==> config.mk <==
export PLATFORM = sky130hd
export DESIGN_NAME = param_alu
export DESIGN_NICKNAME = d
export VERILOG_FILES = /design/src/rtl/param_alu.sv
export SDC_FILE = /design/constraint.sdc
export NUM_CORES = 1
export LEC_CHECK = 0
export CAP_MARGIN = 20
export CORE_UTILIZATION = 60
export DETAILED_ROUTE_END_ITERATION = 6
export MAX_ROUTING_LAYER = met4
export PLACE_DENSITY_LB_ADDON = 0.1
export SYNTH_ARGS = -nofsm -noshare
export SYNTH_HDL_FRONTEND = slang
export SYNTH_SLANG_ARGS = --single-unit
==> constraint.sdc <==
create_clock -name clk -period 6.1 [get_ports clk]
set_input_delay 0.61 -clock clk [delete_from_list [all_inputs] [get_ports clk]]
set_output_delay 0.61 -clock clk [all_outputs]
set_load 0.05 [all_outputs]
==> src/rtl/param_alu.sv <==
// ----------------------------------------------------------------------------
// param_alu: parameterised multi-cycle integer ALU.
//
// Two operand registers (A, B) are loaded independently. A start pulse runs
// one operation on the registered operands. Add, subtract, logic and compare
// finish in one cycle. Multiply (shift-add) and divide (restoring) take one
// iteration per operand bit. The result and flag are registered and stay
// unchanged until the next done pulse.
//
// Parameters
//   WIDTH   operand width, 4..32
//
// Ports
//   clk     clock, all state updates on the rising edge
//   rst     asynchronous active-low reset
//   in_a    operand A data, captured when load_a is high and the ALU is idle
//   in_b    operand B data, captured when load_b is high and the ALU is idle
//   load_a  load strobe for register A
//   load_b  load strobe for register B
//   op      000 ADD, 001 SUB, 010 MUL, 011 DIV, 100 AND, 101 OR, 110 XOR, 111 CMP
//   start   run op on the current A/B; accepted only when idle
//   busy    operation in progress; start and loads are ignored
//   done    one-cycle pulse, result and flag are valid from this cycle on
//   result  2*WIDTH-bit result, held until the next done
//   flag    carry / borrow / overflow / divide-by-zero, held with result
// ----------------------------------------------------------------------------
module param_alu #(
  parameter int unsigned WIDTH = 8
) (
  input  logic               clk,
  input  logic               rst,
  input  logic [WIDTH-1:0]   in_a,
  input  logic [WIDTH-1:0]   in_b,
  input  logic               load_a,
  input  logic               load_b,
  input  logic [2:0]         op,
  input  logic               start,
  output logic               busy,
  output logic               done,
  output logic [2*WIDTH-1:0] result,
  output logic               flag
);

  localparam int unsigned RW   = 2 * WIDTH;
  localparam int unsigned CntW = $clog2(WIDTH);
  localparam logic [CntW-1:0] CntLast = CntW'(WIDTH - 1);

  localparam logic [1:0] StIdle = 2'd0;
  localparam logic [1:0] StIter = 2'd1;
  localparam logic [1:0] StDone = 2'd2;

  localparam logic [2:0] OpAdd = 3'b000;
  localparam logic [2:0] OpSub = 3'b001;
  localparam logic [2:0] OpMul = 3'b010;
  localparam logic [2:0] OpDiv = 3'b011;
  localparam logic [2:0] OpAnd = 3'b100;
  localparam logic [2:0] OpOr  = 3'b101;
  localparam logic [2:0] OpXor = 3'b110;
  localparam logic [2:0] OpCmp = 3'b111;

  // --------------------------------------------------------------------------
  // State
  // --------------------------------------------------------------------------
  logic [1:0]       state_q, state_d;
  logic [WIDTH-1:0] a_q, a_d;
  logic [WIDTH-1:0] b_q, b_d;
  // Snapshot of the operand that stays constant during iteration:
  // multiplicand for MUL, divisor for DIV.
  logic [WIDTH-1:0] opnd_q, opnd_d;
  // Iteration working register.
  //   MUL: {partial product high half, remaining multiplier bits}
  //   DIV: {partial remainder, dividend bits / quotient bits}
  logic [RW-1:0]    work_q, work_d;
  logic             is_div_q, is_div_d;
  logic [CntW-1:0]  cnt_q, cnt_d;
  logic [RW-1:0]    result_q, result_d;
  logic             flag_q, flag_d;

  logic             idle;
  assign idle = (state_q == StIdle);

  // --------------------------------------------------------------------------
  // Single-cycle datapath, fed from the pre-edge register values
  // --------------------------------------------------------------------------
  logic [WIDTH:0]   add_sum;
  logic [WIDTH-1:0] sub_diff;
  logic             a_lt_b;
  logic             a_eq_b;

  assign add_sum  = {1'b0, a_q} + {1'b0, b_q};
  assign sub_diff = a_q - b_q;
  assign a_lt_b   = (a_q < b_q);
  assign a_eq_b   = (a_q == b_q);

  // --------------------------------------------------------------------------
  // Shift-add multiply step: add the multiplicand into the high half when the
  // current multiplier LSB is set, then shift the whole register right by one.
  // The carry of the add becomes the new MSB, so nothing is lost.
  // --------------------------------------------------------------------------
  logic [WIDTH:0] mul_sum;
  logic [RW-1:0]  mul_next;

  assign mul_sum  = {1'b0, work_q[RW-1:WIDTH]} + (work_q[0] ? {1'b0, opnd_q} : '0);
  assign mul_next = {mul_sum, work_q[WIDTH-1:1]};

  // --------------------------------------------------------------------------
  // Restoring divide step: shift the next dividend bit into the remainder and
  // subtract the divisor if it fits. The remainder after a successful
  // subtraction is always below the divisor, so modulo-2^WIDTH arithmetic on
  // the low bits gives the exact value.
  // --------------------------------------------------------------------------
  logic [WIDTH:0]   div_shift;
  logic             div_ge;
  logic [WIDTH-1:0] div_sub;
  logic [WIDTH-1:0] div_rem;
  logic [RW-1:0]    div_next;

  assign div_shift = {work_q[RW-1:WIDTH], work_q[WIDTH-1]};
  assign div_ge    = (div_shift >= {1'b0, opnd_q});
  assign div_sub   = div_shift[WIDTH-1:0] - opnd_q;
  assign div_rem   = div_ge ? div_sub : div_shift[WIDTH-1:0];
  assign div_next  = {div_rem, work_q[WIDTH-2:0], div_ge};

  logic [RW-1:0] step_next;
  assign step_next = is_div_q ? div_next : mul_next;

  // --------------------------------------------------------------------------
  // Next-state logic
  // --------------------------------------------------------------------------
  always_comb begin
    state_d  = state_q;
    a_d      = a_q;
    b_d      = b_q;
    opnd_d   = opnd_q;
    work_d   = work_q;
    is_div_d = is_div_q;
    cnt_d    = cnt_q;
    result_d = result_q;
    flag_d   = flag_q;

    // Operand loads are only honoured while idle.
    if (idle) begin
      if (load_a) a_d = in_a;
      if (load_b) b_d = in_b;
    end

    case (state_q)
      StIdle: begin
        if (start) begin
          state_d = StDone;
          unique case (op)
            OpAdd: begin
              result_d = {{(WIDTH-1){1'b0}}, add_sum};
              flag_d   = add_sum[WIDTH];
            end
            OpSub: begin
              result_d = {{WIDTH{1'b0}}, sub_diff};
              flag_d   = a_lt_b;
            end
            OpMul: begin
              state_d  = StIter;
              opnd_d   = a_q;
              work_d   = {{WIDTH{1'b0}}, b_q};
              is_div_d = 1'b0;
              cnt_d    = '0;
            end
            OpDiv: begin
              if (b_q == '0) begin
                result_d = {a_q, {WIDTH{1'b1}}};
                flag_d   = 1'b1;
              end else begin
                state_d  = StIter;
                opnd_d   = b_q;
                work_d   = {{WIDTH{1'b0}}, a_q};
                is_div_d = 1'b1;
                cnt_d    = '0;
              end
            end
            OpAnd: begin
              result_d = {{WIDTH{1'b0}}, a_q & b_q};
              flag_d   = 1'b0;
            end
            OpOr: begin
              result_d = {{WIDTH{1'b0}}, a_q | b_q};
              flag_d   = 1'b0;
            end
            OpXor: begin
              result_d = {{WIDTH{1'b0}}, a_q ^ b_q};
              flag_d   = 1'b0;
            end
            OpCmp: begin
              if (a_eq_b) begin
                result_d = '0;
              end else if (a_lt_b) begin
                result_d = {{(RW-2){1'b0}}, 2'd2};
              end else begin
                result_d = {{(RW-2){1'b0}}, 2'd1};
              end
              flag_d = a_eq_b;
            end
            default: ;
          endcase
        end
      end

      StIter: begin
        work_d = step_next;
        cnt_d  = cnt_q + CntW'(1);
        // Result and flag are only published as the FSM enters DONE, so the
        // previous result stays visible for the whole iteration.
        if (cnt_q == CntLast) begin
          state_d  = StDone;
          result_d = step_next;
          flag_d   = is_div_q ? 1'b0 : (step_next[RW-1:WIDTH] != '0);
        end
      end

      StDone: begin
        state_d = StIdle;
      end

      default: begin
        state_d = StIdle;
      end
    endcase
  end

  // --------------------------------------------------------------------------
  // Registers
  // --------------------------------------------------------------------------
  always_ff @(posedge clk or negedge rst) begin
    if (!rst) begin
      state_q  <= StIdle;
      a_q      <= '0;
      b_q      <= '0;
      opnd_q   <= '0;
      work_q   <= '0;
      is_div_q <= 1'b0;
      cnt_q    <= '0;
      result_q <= '0;
      flag_q   <= 1'b0;
    end else begin
      state_q  <= state_d;
      a_q      <= a_d;
      b_q      <= b_d;
      opnd_q   <= opnd_d;
      work_q   <= work_d;
      is_div_q <= is_div_d;
      cnt_q    <= cnt_d;
      result_q <= result_d;
      flag_q   <= flag_d;
    end
  end

  // --------------------------------------------------------------------------
  // Outputs
  // --------------------------------------------------------------------------
  assign busy   = !idle;
  assign done   = (state_q == StDone);
  assign result = result_q;
  assign flag   = flag_q;

endmodule

==> summary.md, run 1 <==
| Metric | Value |
|---|---|
| Worst path cell trace | inv_1, ha_1, a21o_1, a211oi_4, nor2_1, a311oi_1, o22ai_1, nor4b_2, nand4_1, a221o_1 |
| Via density | 6.40 |
| Critical Path End Type | flip-flop |
| Maximum number of pins on one net before global-route repair | 64 |
| Post-CTS Resized | 0 |
| Final GP Congestion | 0.904 |
| Syn_area_per_cell | 8.10 um2 |
| Later-pin clock latency in the skew report | 0.36 ns |
| Clock sink count | 63 |
| Final hold vios | 0 |
| First-pass GRT wire length | 23300 um |
| RSZ-0062 raised after global routing | false |
| Pre-CTS setup slack | 2.82 ns |
| Slowest CP cell | a211oi_4 |
| FF-to-FF path depth | 10 |
| Final Critical Period | 3.14 ns |
| Crit path max fanout | 16 |
| Htree depth | 3 |
| Leak pwr | 0.00255 uW |
| Pwr Density | 645 nW/um2 |
| Peak VDD IR | 0.302 mV |
| Die X | 93.0 um |
| Initial antenna violation count | 0 |
| CTS root buf | clkbuf_8 |
| Seq/Total Area, Yosys | 31.7% |
| Skew final | 0.0112 ns |
| Synthesis-to-finish area growth | 13.6% |
| Worst EP required | 6.35 ns |
| Worst setup margin | 2.96 ns |
| Post-DRT Antenna Nets | 0 |
| Setup TNS | 0 ns |
| Ant. Diodes | 0 |
| Share of cells above drive strength 1 | 5.63% |
| Crit path buffers/inverters | 1 |
| Max Slew Vio Count | 0 |
| Nets | 704 |
| Post-CTS Setup Bufs | 0 |
| GRT overflow | 0 |
| DP Cell Count | 724 |
| Detailed Route WL | 14600 um |
| Vias in the first global route | 4627 |
| Peak Freq | 319 MHz |
| Non-filler instance count after layout | 741 |
| Gr usage total | 36.7% |
| WS Path Type | reg2reg |
| Setup Viol. Count Final | 0 |
| Via count | 4746 |
| Synth Cell Area | 4970 um2 |
| Crit-path max cell delay | 0.59 ns |
| Distinct cells, synth | 63 |
| Post-route DRC violation count | 0 |
| DRT Pass-1 Iters | 5 |
| Longest Clk Path Bufs | 2 |
| Ys async rst share | 100% |
| Max Cap Viol | 0 |
| Fin crit share | 51.4% |
| CTS tree | built |
| RR Endpoint | flag$_DFFE_PN0P_ |
| I/O pin cnt | 43 |
| Core Box Area | 7850 um2 |
| CTS Buf Count | 9 |
| Worst relative slew slack | 34.7% |
| FP Rows | 32 |
| Drt wl/cell | 19.7 um |
| # hold bufs at CTS | 0 |
| Yosys Warn Count | 0 |
| Ys flop type | dfrtp_1 |
| Clk pin slew, worst setup/hold paths | 0.07 ns |
| HPWL Detailed | 10600 um |
| Port bufs | 42 |
| Number of flops mapped to enable cells by yosys | 0 |
| Slew at the pin closest to its max-slew limit | 0.979 ns |
| Largest delay share family, worst path | compound AO/OA/AOI/OAI gates |
| Seq cells post-synth | 63 |
| Arr. time, crit path | 3.38 ns |
| Die area | 8640 um2 |
| Worst r2r src | opnd_q[6]$_DFFE_PN0P_ |
| Starting Density | 63.3% |
| Outcome | complete, no violations |
| Tightest Hold Check Type | in2async |
| Die height | 93.0 um |
| Total power | 3640 uW |
| Starting DRC count in detailed routing | 364 |
| Synthesized Nets | 683 |
| Crit start category | flip-flop |
| Syn Inst Count | 613 |
| Setup slack, reg-to-reg | 2.96 ns |
## logic make-up (layout without fill, tap and decap cells)
group                      count (synthesis)  count (layout)  share of synthesized area, %
xor gates and xnor gates                  10              10                          1.76
adders and majority gates                 46              46                          12.2
and+or+nand+nor                          188             188                          17.7
AOI/OAI and AO/OA                        211             211                          26.9
muxes                                     18              18                          3.65
DFF                                       63              63                          31.7
buffers and inverters                     77             103                          6.00
## sequential cells by signal, summed over array words and instances (netlist names)
register / cells
is_div_q: 1
b_q: 8
result: 16
opnd_q: 8
cnt_q: 3
a_q: 8
flag: 1
state_q: 2
work_q: 16
## how the worst max path moves through the flow
stage | slack (ns) | cells past startpoint | endpoint | startpoint
final | 2.96 | 10 | flag$_DFFE_PN0P_ | opnd_q[6]$_DFFE_PN0P_
after global routing | 2.83 | 10 | flag$_DFFE_PN0P_ | opnd_q[6]$_DFFE_PN0P_
after CTS | 2.97 | 11 | result[13]$_DFFE_PN0P_ | work_q[0]$_DFFE_PN0P_
after detailed placement | 2.82 | 8 | flag$_DFFE_PN0P_ | op[1]
after global placement | 2.86 | 8 | flag$_DFFE_PN0P_ | op[1]
after floorplan | 3.42 | 11 | result[13]$_DFFE_PN0P_ | work_q[0]$_DFFE_PN0P_
## synth_stat cells, types with 3 or more instances
library cell  number  share of area (%)
a22o_1             4               0.71
or3_1              3               0.38
o21a_1             4               0.60
o211ai_1           5               0.76
a21oi_1           56                5.6
nand4_1            4               0.50
clkbuf_1          30                2.3
and2_1            12                1.5
o22ai_1           11                1.4
nor3b_1            3               0.45
a221o_1            3               0.60
fa_1               4                1.6
a211oi_1           7                1.1
nor3_1             7               0.71
nand2_1           66                5.0
o21bai_1           7                1.1
dfrtp_1           63                 32
o221ai_1           4               0.71
nand2b_1           9                1.1
nor2b_1            6               0.76
and3_1             4               0.50
xnor2_1            8                1.4
ha_1              42                 11
o21ai_1            5               0.50
nor2_1            57                4.3
inv_1             43                3.3
o21ai_0           55                5.5
or2_2              8                1.0
mux2i_1           17                3.4
a31oi_1           10                1.3
a21o_1            13                2.0
## worst register-to-register path: stages (launching register included)
cell and delay (ns):
dfrtp_1 0.38, inv_1 0.05, ha_1 0.38, a21o_1 0.24, a211oi_4 0.59, nor2_1 0.09
a311oi_1 0.27, o22ai_1 0.21, nor4b_2 0.39, nand4_1 0.13, a221o_1 0.30
## where the power goes
part	total [uW]	switching (uW)	internal [uW]	leakage (uW)
Clock	462	181	281	0.000122
Sequential	865	260	604	0.000791
Combinational	2310	1420	893	0.00163
Total	3640	1860	1780	0.00255
## cell usage in the layout, fill, tap and decap left out, types with 8 or more instances in the layout
cell             Yosys  layout
ha_1                42      42
nand2_1             66      66
clkbuf_8             0      10
nor2_1              57      57
or2_2                8       8
dfrtp_1             63      63
a31oi_1             10      10
a21o_1              13      13
xnor2_1              8       8
o21ai_0             55      55
clkdlybuf4s50_1      0      41
inv_1               43      43
o22ai_1             11      11
a21oi_1             56      56
mux2i_1             17      17
and2_1              12      12
nand2b_1             9       9
## layer usage
| metal | global-route usage (%) | vias to the layer above | share of wire [%] |
|---|---|---|---|
| li1 | - | 2214 | - |
| met1 | 40.7 | 2249 | 39 |
| met2 | 62.7 | 228 | 50 |
| met3 | 7.64 | 55 | 6.7 |
| met4 | 18.3 | 0 | 4.5 |
| met5 | - | - | 0 |
## area by class of cell
type                            count  area [um2]
Multi-Input combinational cell    473        3090
Timing Repair Buffer               44         438
Clock inverter                      6         108
Fill cell                         644        2210
Tap cell                          102         128
Clock buffer                       10         138
Inverter                           43         161
Sequential cell                    63        1580
## metrics by stage
stage | utilization, % | area (um2) | hold slack, ns
2_1_floorplan | - | 4970 | 0.314
3_3_place_gp | 68.6 | 5380 | 0.468
3_5_place_dp | 68.6 | 5380 | 0.474
4_1_cts | 71.7 | 5630 | 0.461
5_1_grt | 71.9 | 5640 | 0.515
6_report | 71.9 | 5640 | 0.422
(Power assumes the default switching activity.)
==> inputs of run 2 (changes only) <==
--- a/config.mk
+++ b/config.mk
@@ -6,7 +6,7 @@
 export NUM_CORES = 1
 export LEC_CHECK = 0
 export CAP_MARGIN = 20
-export CORE_UTILIZATION = 60
+export CORE_UTILIZATION = 53
 export DETAILED_ROUTE_END_ITERATION = 6
 export MAX_ROUTING_LAYER = met4
 export PLACE_DENSITY_LB_ADDON = 0.1
==> constraint.sdc (replaced) <==
create_clock -name clk -period 2.8 [get_ports clk]
set_input_delay 0.28 -clock clk [delete_from_list [all_inputs] [get_ports clk]]
set_output_delay 0.28 -clock clk [all_outputs]
set_load 0.05 [all_outputs]
==> run 2 against run 1 <==
Via count grew 0.46%. Final area grew 4.8%. Largest power group unchanged. Count of clock-buffer cells in the layout is the same.
==> summary.md, run 2 (same netlist as run 1, synthesis figures left out) <==
| Metric | Value |
|---|---|
| Port bufs | 42 (unchanged) |
| Ant. Diodes | 0 (unchanged) |
| Leak pwr | 0.00271 uW (+6.5%) |
| Maximum number of pins on one net before global-route repair | 34 (-47%) |
| Max Cap Viol | 0 (unchanged) |
| Worst relative slew slack | 51.9% (+17 points) |
| Skew final | 0.0145 ns (+0.00333 ns) |
| Pwr Density | 1380 nW/um2 (+110%) |
| Setup slack, reg-to-reg | 0.10 ns (-2.86 ns) |
| Longest Clk Path Bufs | 2 (unchanged) |
| Max Slew Vio Count | 0 (unchanged) |
| Die X | 98.8 um (+6.3%) |
| Die area | 9760 um2 (+13%) |
| Die height | 98.8 um (+6.3%) |
| Vias in the first global route | 4537 (-1.9%) |
| I/O pin cnt | 43 (unchanged) |
| Slew at the pin closest to its max-slew limit | 0.721 ns (-0.258 ns) |
| Sequential share of power | 21.5% (-2.3 points) |
| Nets | 741 (+5.3%) |
| HPWL Detailed | 11400 um (+7.8%) |
| Outcome | complete, no violations |
| Finished Core Util | 66.5% (-5.4 points) |
| Gate power share | 69.1% (+5.6 points) |
| Worst EP required | 3.04 ns (-3.31 ns) |
| Detailed Route WL | 14700 um (+0.92%) |
| Critical Path End Type | flip-flop |
| Clock sink count | 63 (unchanged) |
| Starting DRC count in detailed routing | 377 (+3.6%) |
| Synthesis-to-finish area growth | 19.0% |
| Pre-CTS setup slack | 0.0187 ns (-2.80 ns) |
| Tightest Hold Check Type | in2reg |
| Peak VDD IR | 0.602 mV (+100%) |
| Initial antenna violation count | 0 (unchanged) |
| Sw power | 4190 uW (+130%) |
| Post-DRT Antenna Nets | 0 (unchanged) |
| Final Critical Period | 2.70 ns (-0.436 ns) |
| Register area | 1580 um2 (unchanged) |
| WS Path Type | reg2reg |
| CTS root buf | clkbuf_8 |
| GRT overflow | 0 (unchanged) |
| Crit start category | flip-flop |
| Clk network pwr share | 9.4% (-3.3 points) |
| Core Box Area | 8890 um2 (+13%) |
| DRT Pass-1 Iters | 5 (unchanged) |
| Setup Viol. Count Final | 0 (unchanged) |
| Fillers | 775 (+20%) |
| Crit path max fanout | 4 (-12) |
| Final GP Congestion | 0.979 (+8.3%) |
| Multi-input logic area | 3130 um2 (+1.3%) |
| Hold WS | 0.470 ns (+0.0483 ns) |
| Clk pin slew, worst setup/hold paths | 0.09 ns (+0.02 ns) |
| Share of cells above drive strength 1 | 12.1% (+6.5 points) |
| First-pass GRT wire length | 23900 um (+2.9%) |
| Most common cell after layout, fill and taps aside | nand2_1 |
| Switching Fraction | 51.4% (+0.30 points) |
| Htree depth | 3 (unchanged) |
| CTS Buf Count | 9 (unchanged) |
| Most frequent cells in the layout | nand2_1 (66), dfrtp_1 (63), nor2_1 (56), a21oi_1 (56), o21ai_0 (52) |
| Post-route DRC violation count | 0 (unchanged) |
| Later-pin clock latency in the skew report | 0.36 ns (about the same) |
| Via count | 4768 (+0.46%) |
| Final hold vios | 0 (unchanged) |
| Fin crit share | 96.4% (+45 points) |
| Gr usage total | 32.8% (-3.8 points) |
| Starting Density | 55.9% (-7.4 points) |
| Worst setup margin | 0.101 ns (-2.86 ns) |
| Peak Freq | 370 MHz (+16%) |
| Via density | 6.08 (-5.0%) |
| Arr. time, crit path | 2.94 ns (-0.44 ns) |
| CTS tree | built |
| FP Rows | 34 (+6.3%) |
| Internal power | 3960 uW (+120%) |
| RSZ-0062 raised after global routing | true |
| Drt wl/cell | 18.8 um (-4.6%) |
## run 2: cell count changes in the layout (fill, tap and decap cells not counted), moves of 2 or more
cell and delta:
fa_1 -2, inv_6 +2, a211oi_1 -2, fa_2 +2
a211oi_2 +2, o21ai_1 +3, o21ai_0 -3, bufinv_16 -3
buf_4 +36
## run 2: worst max-delay path, stage by stage (launching register included)
cell,delay (ns)
dfrtp_1,0.40
inv_1,0.10
ha_1,0.31
nor2b_1,0.17
o21ai_1,0.32
a211oi_1,0.15
nor4_2,0.36
nand3_1,0.14
nor4b_2,0.24
nand4_1,0.11
a221o_1,0.29
## run 2: per-stage QoR
stage,cells,setup TNS [ns],power [uW],cell area [um2]
2_1_floorplan,613,0,5400,4970
3_3_place_gp,763,0,7020,5650
3_5_place_dp,763,0,7110,5650
4_1_cts,780,0,7900,5850
5_1_grt,784,-0.0242,8760,5910
6_report,784,0,8140,5910
## run 2: worst paths after layout
check,start,end,depth (start not counted)
worst max register to register,opnd_q[1]$_DFFE_PN0P_,flag$_DFFE_PN0P_,10
worst max-delay path,opnd_q[1]$_DFFE_PN0P_,flag$_DFFE_PN0P_,10
min in group asynchronous,rst,work_q[3]$_DFFE_PN0P_,2
worst min-delay path,in_b[5],b_q[5]$_DFFE_PN0P_,3
worst min register to register,result[12]$_DFFE_PN0P_,result[12]$_DFFE_PN0P_,2
max in group asynchronous,rst,opnd_q[4]$_DFFE_PN0P_,3
## run 2: per-layer routing
layer,GRT usage (%),vias up,wire length (um),part of all wire (%)
met5,-,-,0,0
met4,8.50,0,233,1.6
met3,4.61,27,1150,7.8
met2,49.1,221,6600,45
met1,46.9,2240,6730,46
li1,-,2280,-,-
## run 2: area by class of cell
class                      count  share of cell area, %
clock inverter                 6                  0.741
inverter                      43                   2.73
clock buffer                  10                   2.33
sequential                    63                   26.7
timing repair buffer          81                   12.2
tap                          108                   2.29
multi-input combinational    473                   53.0
## run 2: power by group through the flow
stage          Clock (uW)  Combinational, uW  Sequential (uW)
2_1_floorplan           0               3400             2000
3_3_place_gp            0               5270             1740
3_5_place_dp            0               5360             1750
4_1_cts               767               5400             1740
5_1_grt               804               6150             1800
6_report              764               5630             1750
## run 2: what timing repair did
item	CTS	global route
hold buffers	1	0
setup buffers	0	4
gates resized for setup	1	12
pin swaps	0	6
endpoints found under the setup margin	1	7
endpoints found under the hold margin	3	0
